$ cat config.mk
export PLATFORM = sky130hd
export DESIGN_NAME = uart_cmd_assembler
export DESIGN_NICKNAME = d
export VERILOG_FILES = /design/src/rtl/uart_cmd_pkg.sv /design/src/rtl/uart_cmd_assembler_timer.sv /design/src/rtl/uart_cmd_assembler.sv
export SDC_FILE = /design/constraint.sdc
export NUM_CORES = 1
export LEC_CHECK = 0
export CORE_MARGIN = 4
export CORE_UTILIZATION = 56
export DETAILED_ROUTE_END_ITERATION = 10
export GPL_ROUTABILITY_DRIVEN = 0
export PLACE_DENSITY_LB_ADDON = 0.15
export SYNTH_ARGS = -nofsm -noshare
export SYNTH_HDL_FRONTEND = slang
export SYNTH_SLANG_ARGS = --single-unit
$ cat constraint.sdc
create_clock -name clk -period 2.8 [get_ports clk]
set_input_delay 0.84 -clock clk [delete_from_list [all_inputs] [get_ports clk]]
set_output_delay 0.84 -clock clk [all_outputs]
set_load 0.02 [all_outputs]
$ cat src/rtl/uart_cmd_pkg.sv
// Shared types and constants for the UART command assembler.
// Optional trailing checksum byte is enabled with UART_CMD_CHECKSUM_EN.
package uart_cmd_pkg;

  localparam int BYTE_W          = 8;
  localparam int DEFAULT_TIMEOUT = 52080;

  typedef enum logic [1:0] {
    IDLE,
    COLLECT,
    HOLD
  } state_t;

  // Checksum byte that a sender must append after the payload.
  function automatic logic [BYTE_W-1:0] csum_expect(
    input logic [BYTE_W-1:0] sum
  );
    return ~sum;
  endfunction

endpackage

$ cat src/rtl/uart_cmd_assembler_timer.sv
// Inter-byte timer: counts while enabled, cleared on demand,
// saturates at 16 bits, flags the last allowed cycle.
module inter_byte_timer
  import uart_cmd_pkg::*;
#(
  parameter int TIMEOUT_CYCLES = DEFAULT_TIMEOUT
) (
  input  logic clk,
  input  logic rst_n,
  input  logic clr,
  input  logic en,
  output logic expire
);

  localparam logic [15:0] LAST = 16'(TIMEOUT_CYCLES - 1);

  logic [15:0] cnt_q;
  logic [15:0] cnt_d;

  always_comb begin
    cnt_d = cnt_q;
    if (clr) begin
      cnt_d = '0;
    end else if (en && (cnt_q != 16'hFFFF)) begin
      cnt_d = cnt_q + 16'd1;
    end
  end

  always_ff @(posedge clk or negedge rst_n) begin
    if (!rst_n) begin
      cnt_q <= '0;
    end else begin
      cnt_q <= cnt_d;
    end
  end

  assign expire = (cnt_q == LAST);

endmodule

$ cat src/rtl/uart_cmd_assembler.sv
// Assembles NUM_BYTES UART bytes (MSB first) into one held command.
// Define UART_CMD_CHECKSUM_EN to require a trailing checksum byte.
module uart_cmd_assembler
  import uart_cmd_pkg::*;
#(
  parameter int NUM_BYTES      = 3,
  parameter int TIMEOUT_CYCLES = DEFAULT_TIMEOUT
) (
  input  logic                      clk,
  input  logic                      rst_n,
  input  logic                      rx_rdy,
  input  logic [BYTE_W-1:0]         rx_data,
  output logic                      clr_rx_rdy,
  output logic [BYTE_W*NUM_BYTES-1:0] cmd,
  output logic                      cmd_rdy,
  input  logic                      clr_cmd_rdy,
  output logic                      frame_err,
  output logic                      chk_err
);

  localparam int CW = BYTE_W * NUM_BYTES;
`ifdef UART_CMD_CHECKSUM_EN
  localparam int FRAME_LEN = NUM_BYTES + 1;
`else
  localparam int FRAME_LEN = NUM_BYTES;
`endif
  localparam logic [2:0] LAST_IDX = 3'(FRAME_LEN - 1);

  state_t          state_q;
  state_t          state_d;
  logic [2:0]      byte_cnt_q;
  logic [2:0]      byte_cnt_d;
  logic [CW-1:0]   cmd_q;
  logic [CW-1:0]   cmd_d;
  logic [CW-1:0]   cmd_shift;
  logic            cmd_rdy_q;
  logic            cmd_rdy_d;
  logic            frame_err_q;
  logic            frame_err_d;
  logic            tmr_clr;
  logic            tmr_en;
  logic            tmr_expire;

`ifdef UART_CMD_CHECKSUM_EN
  logic [BYTE_W-1:0] sum_q;
  logic [BYTE_W-1:0] sum_d;
  logic              chk_err_q;
  logic              chk_err_d;
`endif

  assign cmd_shift = CW'({cmd_q, rx_data});

  inter_byte_timer #(
    .TIMEOUT_CYCLES(TIMEOUT_CYCLES)
  ) u_timer (
    .clk   (clk),
    .rst_n (rst_n),
    .clr   (tmr_clr),
    .en    (tmr_en),
    .expire(tmr_expire)
  );

  always_comb begin
    state_d     = state_q;
    byte_cnt_d  = byte_cnt_q;
    cmd_d       = cmd_q;
    frame_err_d = 1'b0;
    clr_rx_rdy  = 1'b0;
    tmr_clr     = 1'b1;
    tmr_en      = 1'b0;
`ifdef UART_CMD_CHECKSUM_EN
    sum_d       = sum_q;
    chk_err_d   = 1'b0;
`endif
    unique case (state_q)
      IDLE: begin
        if (rx_rdy) begin
          clr_rx_rdy = 1'b1;
          cmd_d      = cmd_shift;
`ifdef UART_CMD_CHECKSUM_EN
          sum_d      = rx_data;
`endif
          if (FRAME_LEN == 1) begin
            state_d = HOLD;
          end else begin
            state_d    = COLLECT;
            byte_cnt_d = 3'd1;
          end
        end
      end
      COLLECT: begin
        tmr_en  = 1'b1;
        tmr_clr = 1'b0;
        // A byte in the expiry cycle wins over the timeout.
        if (rx_rdy) begin
          clr_rx_rdy = 1'b1;
          tmr_clr    = 1'b1;
          if (byte_cnt_q == LAST_IDX) begin
            byte_cnt_d = 3'd0;
`ifdef UART_CMD_CHECKSUM_EN
            if (rx_data == csum_expect(sum_q)) begin
              state_d = HOLD;
            end else begin
              state_d   = IDLE;
              chk_err_d = 1'b1;
            end
`else
            cmd_d   = cmd_shift;
            state_d = HOLD;
`endif
          end else begin
            cmd_d      = cmd_shift;
            byte_cnt_d = byte_cnt_q + 3'd1;
`ifdef UART_CMD_CHECKSUM_EN
            sum_d      = sum_q + rx_data;
`endif
          end
        end else if (tmr_expire) begin
          frame_err_d = 1'b1;
          byte_cnt_d  = 3'd0;
          state_d     = IDLE;
        end
      end
      HOLD: begin
        if (clr_cmd_rdy) begin
          state_d = IDLE;
        end
      end
      default: state_d = IDLE;
    endcase
    cmd_rdy_d = (state_d == HOLD);
  end

  always_ff @(posedge clk or negedge rst_n) begin
    if (!rst_n) begin
      state_q     <= IDLE;
      byte_cnt_q  <= 3'd0;
      cmd_q       <= '0;
      cmd_rdy_q   <= 1'b0;
      frame_err_q <= 1'b0;
    end else begin
      state_q     <= state_d;
      byte_cnt_q  <= byte_cnt_d;
      cmd_q       <= cmd_d;
      cmd_rdy_q   <= cmd_rdy_d;
      frame_err_q <= frame_err_d;
    end
  end

`ifdef UART_CMD_CHECKSUM_EN
  always_ff @(posedge clk or negedge rst_n) begin
    if (!rst_n) begin
      sum_q     <= '0;
      chk_err_q <= 1'b0;
    end else begin
      sum_q     <= sum_d;
      chk_err_q <= chk_err_d;
    end
  end

  assign chk_err = chk_err_q;
`else
  assign chk_err = 1'b0;
`endif

  assign cmd       = cmd_q;
  assign cmd_rdy   = cmd_rdy_q;
  assign frame_err = frame_err_q;

endmodule

## Word-level counts from Yosys, hierarchy flattened

Index checks and enable logic that the tools add are counted.

| storage, ports and cells | value |
|---|---|
| flip-flop bits (word level) | 47 |
| bits in latches | 0 |
| memory bits (writable) | 0 |
| memory bits (read-only) | 0 |
| bits of input ports | 12 |
| output and inout port bits | 28 |
| word-level logic and storage cells | 43 |
| memories | 0 |

| cells by class | value |
|---|---|
| add/subtract/negate cells | 2 |
| $mul | 0 |
| div/mod/pow operators | 0 |
| magnitude comparators | 0 |
| eq/ne operators | 8 |
| shifts and indexed selects | 0 |
| multiplexer cells | 20 |
| bitwise operators | 0 |
| reductions and logical operators | 7 |

Operator list:

| operator | number |
|---|---|
| 2-to-1 mux 16 bit | 2 |
| adder 16 x 1 -> 16 bit (second input constant) | 1 |
| == test 16 bit (second input constant) | 1 |
| inequality test 16 bit (second input constant) | 1 |
| 2-to-1 mux 3 bit | 4 |
| 2-to-1 mux 2 bit | 5 |
| 2-to-1 mux 1 bit | 7 |
| one-hot mux 2 bit (3 select lines) | 1 |
| one-hot mux 3 bit (2 select lines) | 1 |
| == test 2 bit (second input constant) | 2 |
| nonzero test 2 bit | 2 |
| adder 3 x 1 -> 3 bit (second input constant) | 1 |
| == test 3 x 2 -> 1 bit (second input constant) | 1 |
| inequality test 3 bit (second input constant) | 1 |
| AND reduction 3 bit | 1 |
| == test 2 x 1 -> 1 bit (second input constant) | 1 |
| zero test 2 bit | 1 |
| inequality test 2 bit (second input constant) | 1 |
| AND reduction 2 bit | 1 |
| OR reduction 2 bit | 1 |
| logical AND 1 bit | 1 |

## Longest topological paths before layout

| depth | value |
|---|---|
| word-level depth | 5 |
| depth in mapped cells | 7 |
| mapped depth without buffers | 5 |

## Hierarchy

A second synthesis with hierarchy kept.

| unflattened totals | value |
|---|---|
| cell total of the unflattened synthesis | 192 |
| area total of the unflattened synthesis | 2322.2 µm² |

Modules (own cells, without submodules):

| module | instances | cells each | area an instance (µm²) |
|---|---|---|---|
| uart_cmd_assembler | 1 | 87 | 1345.0 |
| inter_byte_timer | 1 | 105 | 977.2 |

## Least setup slack after synthesis

OpenSTA, ideal clock, no wires.

| path | value |
|---|---|
| kind | input to output |
| from | input port rx_rdy |
| to | output port clr_rx_rdy |
| arrival time | 1.431 ns |
| data required time | 1.960 ns |
| slack | 0.529 ns |
| stages on the path | 3 |
| path buffers | 2 |
| cell sequence | nor2b_1 > buf_2 > buf_2 |

| on the way | value |
|---|---|
| longest elaborated chain between the ends | 2 |

RTL lines:

| element | line | text |
|---|---|---|
| start: declaration | uart_cmd_assembler.sv:11 | `input logic rx_rdy,` |
| 2-to-1 mux 1 bit | uart_cmd_assembler.sv:77, uart_cmd_assembler.sv:95 |  |
| 2-to-1 mux 1 bit | -- |  |
| end: declaration | uart_cmd_assembler.sv:13 | `output logic clr_rx_rdy,` |

No other way between the ends.

## Worst setup path in the final report

Ends and elaborated chain as after synthesis.

==> run metrics <==
slowest library cell on the worst path=clkdlybuf4s50_1; Startpoint Class=input port; top cells by area, synth=dfrtp_1 (52%), mux2_2 (12%), nand2_1 (3.0%), a21oi_1 (2.0%), a2111o_1 (2.0%); fmax=between 300 and 400 MHz; Min Clock Period, post-route=approximately 2.7 ns; Power Total=0.002117 W; Synth top area share=0.5219; # Post-CTS Setup Buffers=0; Yosys top cell by area=dfrtp_1; H-tree levels=2; final hold vios=0; Seq/Total Area, Yosys=0.5219; Synthesis Warnings=0; main combinational cell family by area after synthesis=simple AND/OR/NAND/NOR gates; initial antenna violation count=0; RSZ-0062 raised after global routing=false; CTS buffer count=5; Vias/cell=roughly 5.7; Synth-to-Final Area Change=24.04%; Overall Global Routing Usage=0.2012; initial core utilization=0.5975; crit path buf inv count=2; switching share of power=0.3087; sequential share of power=0.438; Worst-path clk slew=0.09 ns; Setup-failing EPs final=0; FP Rows=22; CTS tree=yes; nets=248; pin count of the biggest net entering global routing=29; First DRT Iteration DRCs=95; I/O pins=40; status=finished clean; GRT overflow=0; vias in the first global route=roughly 1,800; largest stage delay on the critical path=approximately 0.47 ns; mapped cell area=~2300 sq um; Core Util, Final=0.7412; number of distinct library cells after synthesis=51; cell with the most instances after synthesis=dfrtp_1; CP required=1.96 ns; fin crit share=0.9642; die area=roughly 5000 sq um; simple-gate share of the synthesized area=0.1699; Crit Path Category=in -> out; CTS root buf=clkbuf_8; insertion delay to the later sink of the worst-skew pair=about 0.30 ns; Port Buffers=38; Gate power share=0.322; Peak VDD IR=524.1 uV; Die Wd=71.44 um; delay-heaviest family, CP=buffers and inverters; Post-synth top flop=dfrtp_1; Placeable Area=3771 sq um; Placed Instances=276; post-synthesis mux area share=0.1427; Detail Placement HPWL=3.387 mm; Num Clock Sinks=47; Filler cells=approximately 240; most common library cells after synthesis=dfrtp_1 (47), mux2_2 (25), nand2_1 (18); CTS Buffer Depth=2; die height=approximately 71 um; number of synthesized register bits=47; Power per Cell Area=757.5 nW/um^2; Routed Antenna Nets=0; Net Sw Power=0.0006535 W; Syn Nets=~210; Post-route DRC=0; Crit Path Max Fanout=2; max-cap viol count=0; DRT Pass-1 Iters=4; clk_skew=0.007603 ns; vias post-DR=approximately 1,600; Int Power=approximately 0.0015 W; Syn Area/Cell=11.74 sq um; Worst slew margin=0.5739; hold crit path type=in -> async; sequence of cells on the critical path=clkdlybuf4s50_1 -> nor2b_2 -> dlygate4sd2_1; post-DR wirelength/cell=16.43 um; number of flops mapped to enable cells by yosys=0; Finished Layout Cells=around 280; WL final=4.665 mm; Register Area=1176 sq um; multi-input logic area=between 900 and 1000 sq um; share of layout cells above drive strength 1=0.2288; Clk pwr share=0.239; post-synthesis adder-cell area fraction=0.005552; CP endpoint kind=output port; Least-Margin Pin Slew=around 0.64 ns; first-pass GRT wire length=between 8 and 9 mm; Lkg Pwr=1.163 nW; Synth Area in Compound Gates=0.1188; Arr. time, crit path=between 1.5 and 2 ns; XOR/XNOR Fraction of Synth Area=0.003887; ys async rst share=1.000; cell count after synthesis=around 190; Antenna Cells=0; max-slew violations=0
==> sequential cells by signal, indices dropped and copies added (netlist names) <==
signal,count
byte_cnt_q,3
cmd,24
cmd_rdy,1
frame_err,1
state_q,2
u_timer.cnt_q,16
==> final timing paths <==
path	start	to	slack, ns	cells past startpoint
worst max-delay path	rx_rdy	clr_rx_rdy	0.10	3
worst min-delay path	rst_n	u_timer.cnt_q[4]	0.44	1
worst max register to register	u_timer.cnt_q[0]	u_timer.cnt_q[2]	0.81	5
worst min register to register	cmd[23]	cmd[23]	0.51	1
max in group asynchronous	rst_n	u_timer.cnt_q[9]	1.78	2
min in group clk	cmd[23]	cmd[23]	0.51	1
==> through the flow <==
| step | area [sq um] | setup TNS [ns] | hold WS [ns] | setup slack, ns |
|---|---|---|---|---|
| after detailed placement | 2679 | -0.1557 | 0.4959 | -0.1557 |
| after floorplan | 2253 | 0 | 0.4484 | 0.5293 |
| after CTS | 2795 | 0 | 0.4373 | 0.1105 |
| final | 2795 | 0 | 0.4379 | 0.1002 |
| after global routing | 2795 | 0 | 0.4490 | 0.06116 |
| after global placement | 2679 | -0.1634 | 0.4885 | -0.1634 |
==> area by class of cell <==
| type | count | share of cell area |
|---|---|---|
| clock buffers | 6 | 0.02954 |
| multi-input cells | 132 | 0.3577 |
| flip-flops and latches | 47 | 0.4208 |
| inverters | 4 | 0.005372 |
| clock inverters | 2 | 0.01253 |
| well taps | 48 | 0.02149 |
| repair buffers | 45 | 0.1526 |
==> cell families (layout without fill, tap and decap cells) <==
family | after synthesis | count (layout)
compound gates | 37 | 37
xor+xnor | 1 | 1
fa+ha+maj | 1 | 1
buf+inv | 13 | 57
flops | 47 | 47
mux | 29 | 29
other cells | 1 | 1
simple gates | 63 | 63
==> routing by layer <==
layer	GRT usage	wire (um)	up-vias
met2	0.3204	2214	47
met3	0.08836	373	11
met5	0	0	-
li1	-	-	789
met1	0.2379	1984	778
met4	0.08351	92	0
==> layout by cell type, fill, tap and decap left out, types with 2 or more instances in the layout <==
cell             count
nor2_1               4
a21oi_1              9
clkdlybuf4s50_1     36
buf_4                7
mux2_2              25
a32o_1               2
nand2b_1             7
clkbuf_8             6
nand4_1              4
mux2i_1              4
inv_1                4
o21ai_1              3
nand3_1              7
nand2_1             18
a211oi_1             2
a2111o_1             4
a31o_2               2
and3_1               4
and4_4               2
or4_1                2
dfrtp_1             47
o21ai_0              6
==> timing repair <==
item,CTS,global route
setup endpoints to repair,1,0
hold buffers,0,0
hold endpoints to repair,0,0
resized for setup,1,0
==> power groups by stage <==
stage / logic (W) / registers [W] / clock network, W
after detailed placement: 0.000688 / 0.000939 / 0
final: 0.000682 / 0.000928 / 0.000506
after floorplan: 0.000241 / 0.00106 / 0
after global placement: 0.000667 / 0.000926 / 0
after CTS: 0.000692 / 0.000929 / 0.000521
after global routing: 0.000736 / 0.000954 / 0.000552
Note: power is estimated with default switching activity, not from simulation.
